==> src/rtl/enc_pkg.sv <==
// Shared types and helpers for the 8-to-3 event encoder.
package enc_pkg;

  localparam int N  = 8;
  localparam int AW = 3;

  typedef logic [N-1:0]  ev_vec_t;
  typedef logic [AW-1:0] code_t;

  // Index of the highest set bit; 0 when no bit is set.
  function automatic code_t hi_index(input ev_vec_t vec);
    code_t idx;
    idx = 3'd0;
    for (int i = 0; i < N; i++) begin
      if (vec[i]) begin
        idx = code_t'(i);
      end else begin
        idx = idx;
      end
    end
    return idx;
  endfunction

endpackage

==> src/rtl/event_encoder8x3_prio.sv <==
// Combinational highest-set-bit encoder producing {any, idx}.
module prio_enc8x3
  import enc_pkg::*;
(
  input  logic [7:0] vec,
  output logic       any,
  output logic [2:0] idx
);

  // Flag and index of the highest set bit.
  always_comb begin
    any = |vec;
    idx = hi_index(vec);
  end

endmodule

==> src/rtl/event_encoder8x3.sv <==
// Sequential 8-to-3 event encoder: captures events into a pending register and
// emits one index per valid/ready transfer. Define ENC_RR_EN for round-robin priority.
module event_encoder8x3 #(
  parameter int N  = 8,
  parameter int AW = 3
) (
  input  logic          clk,
  input  logic          rst_n,
  input  logic          en,
  input  logic [N-1:0]  ev,
  input  logic          ready,
  output logic          valid,
  output logic [AW-1:0] code,
  output logic [N-1:0]  pending,
  output logic          overflow
);

  import enc_pkg::*;

  ev_vec_t pend_r;
  logic    valid_r;
  code_t   code_r;
  logic    ovf_r;

  ev_vec_t cap_s;
  ev_vec_t clr_s;
  ev_vec_t pend_nxt_s;
  ev_vec_t srch_s;
  logic    any_s;
  logic    free_s;
  logic    load_s;
  code_t   idx_s;
  code_t   sel_s;

  prio_enc8x3 u_prio (
    .vec (srch_s),
    .any (any_s),
    .idx (idx_s)
  );

`ifdef ENC_RR_EN
  code_t ptr_r;

  // Rotate pending so that bit ptr lands at position 7, then map the winner back.
  always_comb begin
    srch_s = 8'h00;
    for (int j = 0; j < N; j++) begin
      srch_s[j] = pend_r[code_t'(j) + ptr_r + 3'd1];
    end
    sel_s = idx_s + ptr_r + 3'd1;
  end

  // Search pointer moves just below the last loaded index.
  always_ff @(posedge clk or negedge rst_n) begin
    if (!rst_n) begin
      ptr_r <= 3'd7;
    end else if (load_s) begin
      ptr_r <= sel_s - 3'd1;
    end else begin
      ptr_r <= ptr_r;
    end
  end
`else
  assign srch_s = pend_r;
  assign sel_s  = idx_s;
`endif

  // Stage freedom, load decision, and the clear/capture merge (set wins over clear).
  always_comb begin
    free_s = ~valid_r | ready;
    load_s = free_s & any_s;
    clr_s  = 8'h00;
    if (load_s) begin
      clr_s[sel_s] = 1'b1;
    end else begin
      clr_s = 8'h00;
    end
    cap_s      = en ? ev : 8'h00;
    pend_nxt_s = (pend_r & ~clr_s) | cap_s;
  end

  // Pending, output stage and overflow registers.
  always_ff @(posedge clk or negedge rst_n) begin
    if (!rst_n) begin
      pend_r  <= 8'h00;
      valid_r <= 1'b0;
      code_r  <= 3'd0;
      ovf_r   <= 1'b0;
    end else begin
      pend_r <= pend_nxt_s;
      ovf_r  <= |(cap_s & pend_r & ~clr_s);
      if (load_s) begin
        valid_r <= 1'b1;
        code_r  <= sel_s;
      end else if (free_s) begin
        valid_r <= 1'b0;
        code_r  <= code_r;
      end else begin
        valid_r <= valid_r;
        code_r  <= code_r;
      end
    end
  end

  assign valid    = valid_r;
  assign code     = code_r;
  assign pending  = pend_r;
  assign overflow = ovf_r;

endmodule

==> config.mk <==
export PLATFORM = sky130hd
export DESIGN_NAME = event_encoder8x3
export DESIGN_NICKNAME = d
export VERILOG_FILES = /design/src/rtl/enc_pkg.sv /design/src/rtl/event_encoder8x3_prio.sv /design/src/rtl/event_encoder8x3.sv
export SDC_FILE = /design/constraint.sdc
export NUM_CORES = 1
export LEC_CHECK = 0
export ABC_AREA = 1
export ABC_CLOCK_PERIOD_IN_PS = 3400
export BUFFER_PORTS_ARGS = -buffer_cell sky130_fd_sc_hd__buf_2
export CAP_MARGIN = 20
export CORE_MARGIN = 2
export CORE_UTILIZATION = 52
export CTS_CLUSTER_DIAMETER = 30
export DETAILED_ROUTE_END_ITERATION = 10
export PLACE_DENSITY_LB_ADDON = 0.1
export SYNTH_ARGS = -nofsm -noshare
export SYNTH_HDL_FRONTEND = slang
export SYNTH_SLANG_ARGS = --single-unit
==> constraint.sdc <==
create_clock -name clk -period 3.4 [get_ports clk]
set_input_delay 0.17 -clock clk [delete_from_list [all_inputs] [get_ports clk]]
set_output_delay 0.17 -clock clk [all_outputs]
set_load 0.01 [all_outputs]
==> Word-level counts from Yosys, hierarchy flattened <==
Cells that the tools add are included.
{ "classes": {"n_lt_le_gt_ge": 2, "muxes": 13, "n_bitwise": 8, "reduce_logical": 4} }
{ "op_table": {"columns": ["operator", "count"], "rows": [
  ["8-bit AND", 3],
  ["8-bit two-way mux", 2],
  ["8-bit OR reduction", 2],
  ["3-bit two-way mux", 4],
  ["8-bit NOT", 1],
  ["8-bit bitwise OR", 1],
  ["3-bit by 4-bit less-than comparator with 1-bit output (second input constant)", 1],
  ["1-bit two-way mux", 4],
  ["2-bit two-way mux", 2],
  ["1-bit demux with 3-bit select", 1],
  ["3-bit by 1-bit greater-or-equal comparator with 1-bit output (second input constant)", 1],
  ["2-bit nonzero test", 1],
  ["1-bit AND", 1],
  ["1-bit logical AND", 1],
  ["1-bit NOT", 1],
  ["1-bit bitwise OR", 1]
]} }
{ "totals": {"regBits": 13, "inputBits": 12, "output_inout_bits": 13, "word_cells": 31} }

==> Depth between registers and ports, before layout <==
Gate-level depths: netlist (run 1).
{ "logic_depth": {"ltp_word": 15, "depth_mapped": 12, "mapped_depth_nobuf": 12} }

==> Hierarchy <==
A second synthesis (run 1) with hierarchy kept.
{ "hier_totals": {"hier_cells": 118, "hier_area_um2": 767.0} }
{ "modules_own_cells": {"columns": ["mod", "instances", "cells_each", "area_each_um2", "seq_area_each_um2"], "rows": [
  ["event_encoder8x3", 1, 98, 689.4, 325.3],
  ["prio_enc8x3", 1, 20, 77.6, 0.0]
]} }

==> Worst setup path before layout (run 1) <==
OpenSTA, ideal clock, no wires.
{ "synth_timing": {"path_kind": "flip-flop to flip-flop", "from": "reg pend_r[7], in the netlist pending[7]", "to": "reg ovf_r, in the netlist overflow", "setup_time_ns": 0.065, "arrival_time_ns": 1.173, "t_required_ns": 3.335, "setup_slack_ns": 2.162, "stages_incl_launch_ff": 10, "n_path_buf": 0, "synth_period_minus_slack_ns": 1.238, "cell_sequence": "dfrtp_1 -> nor2_4 -> nand2_2 -> nor2_4 -> nor2_8 -> nand2_2 -> nand3b_1 -> nand2_1 -> a21oi_1 -> nand2_1"} }
{ "synth_between": {"elab_chain_cells": 9, "elab_cells_between_ends": 13, "cone_classes": "order compare: 2; mux: 4; bitwise: 4; reduce/logical: 3"} }
{ "synth_rtl": {"columns": ["element", "line_no", "source"], "rows": [
  ["start: declaration", "event_encoder8x3.sv:20", "ev_vec_t pend_r;"],
  ["start signal: assignment", "event_encoder8x3.sv:90", "pend_r <= pend_nxt_s;"],
  ["3-bit two-way mux", "enc_pkg.sv:15", "if (vec[i]) begin"],
  ["3-bit by 4-bit less-than comparator with 1-bit output (implied by the code) / 3-bit by 1-bit greater-or-equal comparator with 1-bit output (equally long branches)", "event_encoder8x3.sv:74", "clr_s[sel_s] = 1'b1;"],
  ["1-bit logical AND (implied by the code)", "event_encoder8x3.sv:74", null],
  ["1-bit two-way mux (implied by the code)", "event_encoder8x3.sv:74", null],
  ["1-bit demux with 3-bit select", "event_encoder8x3.sv:74", null],
  ["8-bit two-way mux", "event_encoder8x3.sv:73", "if (load_s) begin"],
  ["8-bit NOT", "event_encoder8x3.sv:91", "ovf_r <= |(cap_s & pend_r & ~clr_s);"],
  ["8-bit AND *", "event_encoder8x3.sv:91", null],
  ["8-bit OR reduction *", "event_encoder8x3.sv:91", null],
  ["end signal: assignment", "event_encoder8x3.sv:91", null],
  ["end: declaration", "event_encoder8x3.sv:23", "logic ovf_r;"]
]} }
Mark *: on every way between the ends. The rest lies on a longest branch, timed or not.
A chain may end at the register's enable or synchronous reset.

==> Final worst setup path (run 1) <==
{ "layout_timing": {"from": "reg pend_r[2], in the netlist pending[2]", "to": "reg ovf_r, in the netlist overflow"} }
{ "layout_between": {"elab_chain_cells": 14, "elab_cells_between_ends": 18, "cone_classes": "order compare: 2; mux: 9; bitwise: 4; reduce/logical: 3"} }
{ "layout_rtl": {"columns": ["element", "line_no"], "rows": [
  ["2-bit two-way mux (2 in series)", "enc_pkg.sv:15"],
  ["3-bit two-way mux (4 in series)", "enc_pkg.sv:15"],
  ["3-bit by 4-bit less-than comparator with 1-bit output (implied by the code) / 3-bit by 1-bit greater-or-equal comparator with 1-bit output (equally long branches)", "event_encoder8x3.sv:74"],
  ["1-bit logical AND (implied by the code)", "event_encoder8x3.sv:74"],
  ["1-bit two-way mux (implied by the code)", "event_encoder8x3.sv:74"],
  ["1-bit demux with 3-bit select", "event_encoder8x3.sv:74"],
  ["8-bit two-way mux", "event_encoder8x3.sv:73"],
  ["8-bit NOT", "event_encoder8x3.sv:91"],
  ["8-bit AND *", "event_encoder8x3.sv:91"],
  ["8-bit OR reduction *", "event_encoder8x3.sv:91"]
]} }
Marked as above.

==> results.sh, run 1 <==
export IMPL_syn_area_per_cell_sq_um=7.20
export IMPL_cp_top_family="simple AND/OR/NAND/NOR gates"
export IMPL_vias_per_cell=4.86
export IMPL_chipHeight_microns=42.1
export IMPL_critPathMaxFanout=5
export IMPL_tns_ns=0
export IMPL_reg2regPathDepth=12
export IMPL_synth_fa_ha_area_frac=0
export IMPL_area_delta_synth_final_pct=22.7
export IMPL_critPathRequiredTime_ns=3.56
export IMPL_synth_nets=117
export IMPL_clk_pin_slew_ns=0.08
export IMPL_path_buf_inv=1
export IMPL_pin_count=25
export IMPL_path_cells="inv_1 -> nand2_1 -> nand2_1 -> nand2_1 -> nand2_1 -> nand2_2 -> nand2_1 -> nand2_1 -> nand2_1 -> nand2_1 -> nor2_1 -> nand2_1"
export IMPL_fp_dieW_microns=42.1
export IMPL_cp_slowest_cell="dfrtp_1"
export IMPL_grt_overflow=0
export IMPL_synth_compound_area_frac=0.0497
export IMPL_status="complete, no violations"
export IMPL_ant_nets=0
export IMPL_p_int_uw=247
export IMPL_power_share_combinational=0.241
export IMPL_max_stage_delay_ns=0.42
export IMPL_grt_start_max_net_pins=14
export IMPL_cpMostUsedCell="nand2_1"
export IMPL_synth_xor_area_share=0
export IMPL_hold_viol=0
export IMPL_net_switching_power_uw=118
export IMPL_num_fill_cells=113
export IMPL_grt_pass1_vias=604
export IMPL_criticalPathCategory="register to register"
export IMPL_first_pass_iters=2
export IMPL_synth_seq_area_share=0.430
export IMPL_clockPowerShare=0.259
export IMPL_ys_ff_latch=13
export IMPL_vias=720
export IMPL_r2r_start="pending[2]"
export IMPL_synth_distinct_cells=18
export IMPL_synth_simple_area_share=0.430
export IMPL_arrival_ns=1.53
export IMPL_final_nets=146
export IMPL_cts_sinks=13
export IMPL_hold_depth=3
export IMPL_numCtsBuffers=3
export IMPL_design_core_area_sq_um=1330
export IMPL_layout_common_cells="nand2_1 (38), buf_2 (24), inv_1 (15), dfrtp_1 (13), nor2_1 (12)"
export IMPL_seqPwrFrac=0.500
export IMPL_insertion_delay_ns=0.27
export IMPL_synth_top_family_by_area="simple AND/OR/NAND/NOR gates"
export IMPL_finalCritPeriodShare=0.402
export IMPL_worstHoldPathType="primary input to register"
export IMPL_min_to="pending[1]"
export IMPL_cap_violations=0
export IMPL_dieArea_sq_um=1770
export IMPL_cts_tree="yes"
export IMPL_fin_crit_ns=1.37
export IMPL_total_power_uw=365
export IMPL_fmax_ghz=0.732
export IMPL_final_setup_skew_ns=0.00352
export IMPL_initialDrtViolationCount=6
export IMPL_netlist_instances=105
export IMPL_p_sw_frac=0.323
export IMPL_antenna_found_initial=0
export IMPL_relSlewSlack=0.796
export IMPL_ctsLongestPathBuffers=2
export IMPL_power_leakage_uw=0.000511
export IMPL_drv_slew=0
export IMPL_drive_gt1_frac=0.278
export IMPL_grt_pass1_wl_mm=2.65
export IMPL_rows=13
export IMPL_groute_usage_overall=0.195
export IMPL_dp_hpwl_mm=1.27
export IMPL_finalWeightedCongestion=0.855
export IMPL_setup_viol=0
export IMPL_routed_wirelength_mm=1.63
export IMPL_detail_route_wl_per_cell_microns=11.0
export IMPL_synthMuxAreaShare=0
export IMPL_drc=0
export IMPL_synth_area_sq_um=756
export IMPL_reg2reg_to="overflow"
export IMPL_port_buffers=24
export IMPL_worstMarginPinSlew_ns=0.306
export IMPL_crit_path_start_kind="register"
export IMPL_initial_core_util=0.567
export IMPL_diodes=0
export IMPL_layout_commonest_cell="nand2_1"
export IMPL_synth_warnings=0
export IMPL_power_density_nw_per_um2=394
export IMPL_cp_end_kind="register"
export IMPL_hold_start="ev[1]"
export IMPL_ff2ff_setup_slack_ns=2.03
export IMPL_h_tree_depth=1
export IMPL_root_buffer="clkbuf_4"
export IMPL_rsz0062_at_grt="no"
export IMPL_vdd_drop_max_uv=219
## area by class of cell
type	instances	area (sq um)	area share
sequential	13	325	0.351
clock buffer	4	26.3	0.0283
tap	15	18.8	0.0202
timing repair buffer	25	130	0.140
multi-input combinational	74	363	0.391
inverter	17	63.8	0.0688
## what timing repair did
item	in CTS	in global routing
setup endpoints to repair	0	0
endpoints found under the hold margin	13	0
hold buffers	1	0
buffers inserted	0	0
resized for setup	0	0
## sequential cells by signal, indices dropped and copies added, names as in the netlist
register  flops
pending       8
code          3
overflow      1
valid         1
## cells in the mapped netlist (all sizes together)
cell,number,area (sq um)
nand2,41,161
inv,17,63.8
nor2,16,98.8
dfrtp,13,325
nand3,4,20.0
a21oi,3,15.0
nand4,3,25.0
a31oi,2,12.5
nand3b,2,15.0
o21ai,2,10.0
clkbuf,1,3.75
nor3,1,5.00
## metal layers
layer | global-route usage | wire length (microns) | vias up | part of all wire
li1 | - | - | 378 | -
met1 | 0.264 | 793 | 317 | 0.49
met2 | 0.319 | 728 | 21 | 0.45
met3 | 0.0259 | 84 | 4 | 0.052
met4 | 0.0750 | 22 | 0 | 0.014
met5 | 0 | 0 | - | 0
## power groups by stage
stage / combinational, uW / clock (uW) / sequential (uW)
floorplan: 48.5 / 0 / 191
global placement: 85.3 / 0 / 185
detailed placement: 86.9 / 0 / 186
CTS: 88.1 / 97.0 / 182
global route: 98.7 / 105 / 184
finish: 88.0 / 94.7 / 183
## logic make-up (layout without fill, tap and decap cells)
kind of cell           after synthesis  after routing
buffers and inverters               18             46
flip-flops                          13             13
AO/OA/AOI/OAI                        7              7
AND/OR/NAND/NOR                     67             67
## metrics by stage
stage	area (sq um)	setup WS [ns]	hold WS [ns]	cells	utilization
after global routing	927	1.88	0.122	148	0.695
after CTS	927	2.05	0.116	148	0.695
final	927	2.03	0.121	148	0.695
after floorplan	756	2.16	-0.126	105	-
after global placement	891	2.09	0.0732	143	0.668
after detailed placement	891	2.06	0.0784	143	0.668
## tightest hold or removal path, cell delays in order
cell	delay (ns)
buf_2	0.07
nand2_1	0.05
nand2_1	0.06
## worst max-delay path by stage
stage | start | end | slack [ns] | cells after the start
after global placement | pending[2] | overflow | 2.09 | 12
after floorplan | pending[7] | overflow | 2.16 | 9
after global routing | pending[2] | overflow | 1.88 | 12
after detailed placement | pending[2] | overflow | 2.06 | 12
after CTS | pending[2] | overflow | 2.05 | 12
final | pending[2] | overflow | 2.03 | 12
Note: power is estimated with default switching activity, not from simulation.
==> inputs of run 2 (changes only) <==
ABC_AREA = 0   (was 1)
ABC_CLOCK_PERIOD_IN_PS = 1130   (was 3400)
CORE_UTILIZATION = 42   (was 52)
clock period = 1.13 ns   (was 3.4 ns; I/O delays follow)
==> run 2 against run 1 <==
The run now ends with setup timing left. Routed wire length grew 10%. Design area grew 15%. Synthesized cell count shrank 35%. Critical path depth shrank 5. Sequential share of layout area shrank 4.3 points. Clock skew grew 0.0046 ns. First-iteration DRC count grew 17%.
==> results.sh, run 2 <==
export IMPL_p_sw_frac=0.310
export IMPL_worstMarginPinSlew_ns=0.297
export IMPL_final_setup_skew_ns=0.00813
export IMPL_synth_xor_area_share=0
export IMPL_p_int_uw=824
export IMPL_port_buffers=24
export IMPL_net_switching_power_uw=369
export IMPL_grt_overflow=0
export IMPL_drc=0
export IMPL_cp_slowest_cell="dfrtp_2"
export IMPL_dp_hpwl_mm=1.29
export IMPL_critPathRequiredTime_ns=1.31
export IMPL_failed_checks="setup timing"
export IMPL_tns_ns=-2.01
export IMPL_ctsLongestPathBuffers=2
export IMPL_vias=733
export IMPL_dieArea_sq_um=1920
export IMPL_clockPowerShare=0.250
export IMPL_synth_flop_cell="dfrtp_1"
export IMPL_ant_nets=0
export IMPL_cp_top_family="compound AO/OA/AOI/OAI gates"
export IMPL_cts_tree="yes"
export IMPL_synth_compound_area_frac=0.235
export IMPL_syn_area_per_cell_sq_um=9.79
export IMPL_synth_warnings=0
export IMPL_fp_dieW_microns=43.8
export IMPL_rows=14
export IMPL_synth_simple_area_share=0.248
export IMPL_placed_area_sq_um=913
export IMPL_insertion_delay_ns=0.28
export IMPL_reg2regPathDepth=7
export IMPL_synthMuxAreaShare=0
export IMPL_yosys_area_top_type="dfrtp_1"
export IMPL_pin_count=25
export IMPL_path_depth=7
export IMPL_num_fill_cells=118
export IMPL_synth_seq_area_share=0.489
export IMPL_cts_sinks=13
export IMPL_setup_slack_ns=-0.315
export IMPL_yosysMostFrequentCell="dfrtp_1"
export IMPL_setup_viol=13
export IMPL_grt_pass1_vias=713
export IMPL_place_ws_ns=-0.344
export IMPL_synth_fa_ha_area_frac=0
export IMPL_rsz0062_at_grt="yes"
export IMPL_synth_nets=80
export IMPL_area_delta_synth_final_pct=59.8
export IMPL_clk_pin_slew_ns=0.09
export IMPL_diodes=0
export IMPL_drv_slew=0
export IMPL_synth_area_sq_um=666
export IMPL_synthTopCellsByArea="dfrtp_1 (49%), a22o_1 (6.6%), nand2_1 (6.2%)"
export IMPL_cap_violations=0
export IMPL_path_buf_inv=2
export IMPL_relSlewSlack=0.800
export IMPL_root_buffer="clkbuf_4"
export IMPL_crit_path_start_kind="register"
export IMPL_first_pass_iters=5
export IMPL_fmax_ghz=0.692
export IMPL_initialDrtViolationCount=7
export IMPL_vias_per_cell=5.51
export IMPL_final_cell_area_sq_um=1060
export IMPL_worstHoldPathType="primary input to register"
export IMPL_max_stage_delay_ns=0.43
export IMPL_cp_end_kind="register"
export IMPL_numCtsBuffers=3
export IMPL_largest_reg_flops=8
export IMPL_final_nets=130
export IMPL_layout_common_cells="buf_2 (23), buf_4 (18), dfrtp_1 (11), nand2_1 (9)"
export IMPL_chipHeight_microns=43.8
export IMPL_hold_viol=0
export IMPL_hold_depth=3
export IMPL_grt_pass1_wl_mm=2.86
export IMPL_arrival_ns=1.62
export IMPL_h_tree_depth=1
export IMPL_drive_gt1_frac=0.530
export IMPL_status="finished with violations"
export IMPL_routed_wirelength_mm=1.80
export IMPL_power_leakage_uw=0.000462
export IMPL_synth_edff_count=0
export IMPL_ys_ff_latch=13
export IMPL_seqPwrFrac=0.450
export IMPL_yosysTopAreaCellShare=0.489
export IMPL_synth_common_cells="dfrtp_1 (13), nand2_1 (11), a22o_1 (5), nand3_1 (5), nor2_1 (5)"
export IMPL_critPathMaxFanout=3
export IMPL_synth_distinct_cells=25
export IMPL_criticalPathCategory="register to register"
export IMPL_groute_usage_overall=0.202
export IMPL_path_cells="buf_4 -> buf_6 -> nor2_4 -> nand2_2 -> a22oi_1 -> o2111ai_1 -> a21o_1"
export IMPL_async_flop_share=1.00
export IMPL_design_core_area_sq_um=1490
export IMPL_finalCritPeriodShare=1.28
export IMPL_power_share_combinational=0.301
export IMPL_layout_cells_non_filler=133
export IMPL_grt_start_max_net_pins=14
export IMPL_placedCellCount=122
export IMPL_synth_top_family_by_area="simple AND/OR/NAND/NOR gates"
export IMPL_fin_crit_ns=1.44
export IMPL_power_density_nw_per_um2=1120
export IMPL_layout_commonest_cell="buf_2"
export IMPL_detail_route_wl_per_cell_microns=13.5
export IMPL_vdd_drop_max_uv=773
export IMPL_initial_core_util=0.447
export IMPL_antenna_found_initial=0
export IMPL_finalWeightedCongestion=0.851
export IMPL_netlist_instances=68
==> run 2: worst paths after layout <==
kind                            start    endpoint  slack (ns)
max                        pending[7]    overflow       -0.31
min                             ev[2]  pending[2]       0.005
max reg2reg                pending[7]    overflow       -0.31
min reg2reg                   code[1]     code[1]        0.49
max in group asynchronous       rst_n  pending[4]        0.68
min in group asynchronous       rst_n  pending[2]        0.19
==> run 2: through the flow <==
step | power [uW] | hold WS, ns | utilization
final | 1190 | 0.00501 | 0.714
after CTS | 1180 | 0.00313 | 0.705
after global routing | 1250 | 0.0241 | 0.714
after floorplan | 690 | -0.239 | -
after detailed placement | 829 | -0.0381 | 0.613
after global placement | 826 | -0.0370 | 0.613
==> run 2: area by class of cell <==
class / instances / area (sq um) / area share
sequential: 13 / 328 / 0.308
timing repair buffer: 47 / 317 / 0.298
clock buffer: 4 / 26.3 / 0.0247
multi-input combinational: 52 / 369 / 0.347
tap: 16 / 20.0 / 0.0188
inverter: 1 / 3.75 / 0.00353
==> run 2: worst register-to-register path, delay by kind of cell (launching register included) <==
family / cells / cell delay [ns]
AOI/OAI and AO/OA: 3 / 0.49
DFF: 1 / 0.43
buffers and inverters: 2 / 0.25
and+or+nand+nor: 2 / 0.18
==> run 2: cell families after synthesis <==
family | after synthesis
simple gates | 31
compound gates | 21
flops | 13
buf+inv | 3
==> run 2: per-layer routing <==
metal	GRT usage	part of all wire	up-vias	wire length, microns
li1	-	-	349	-
met1	0.255	0.45	359	815
met2	0.335	0.49	21	873
met3	0.0375	0.049	4	88
met4	0.0909	0.011	0	19
met5	0	0	-	0
==> run 2: repair_timing <==
action	CTS	global route
gates cloned	0	0
pin swaps	8	7
setup endpoints to repair	10	13
setup buffers	6	2
hold endpoints to repair	13	0
hold buffers	1	0
gates resized for setup	17	4
==> run 2: power groups by stage <==
| stage | clock [uW] | sequential (uW) | combinational, uW |
|---|---|---|---|
| CTS | 300 | 537 | 347 |
| global placement | 0 | 542 | 283 |
| floorplan | 0 | 571 | 118 |
| global route | 317 | 540 | 390 |
| detailed placement | 0 | 543 | 285 |
| finish | 298 | 537 | 359 |
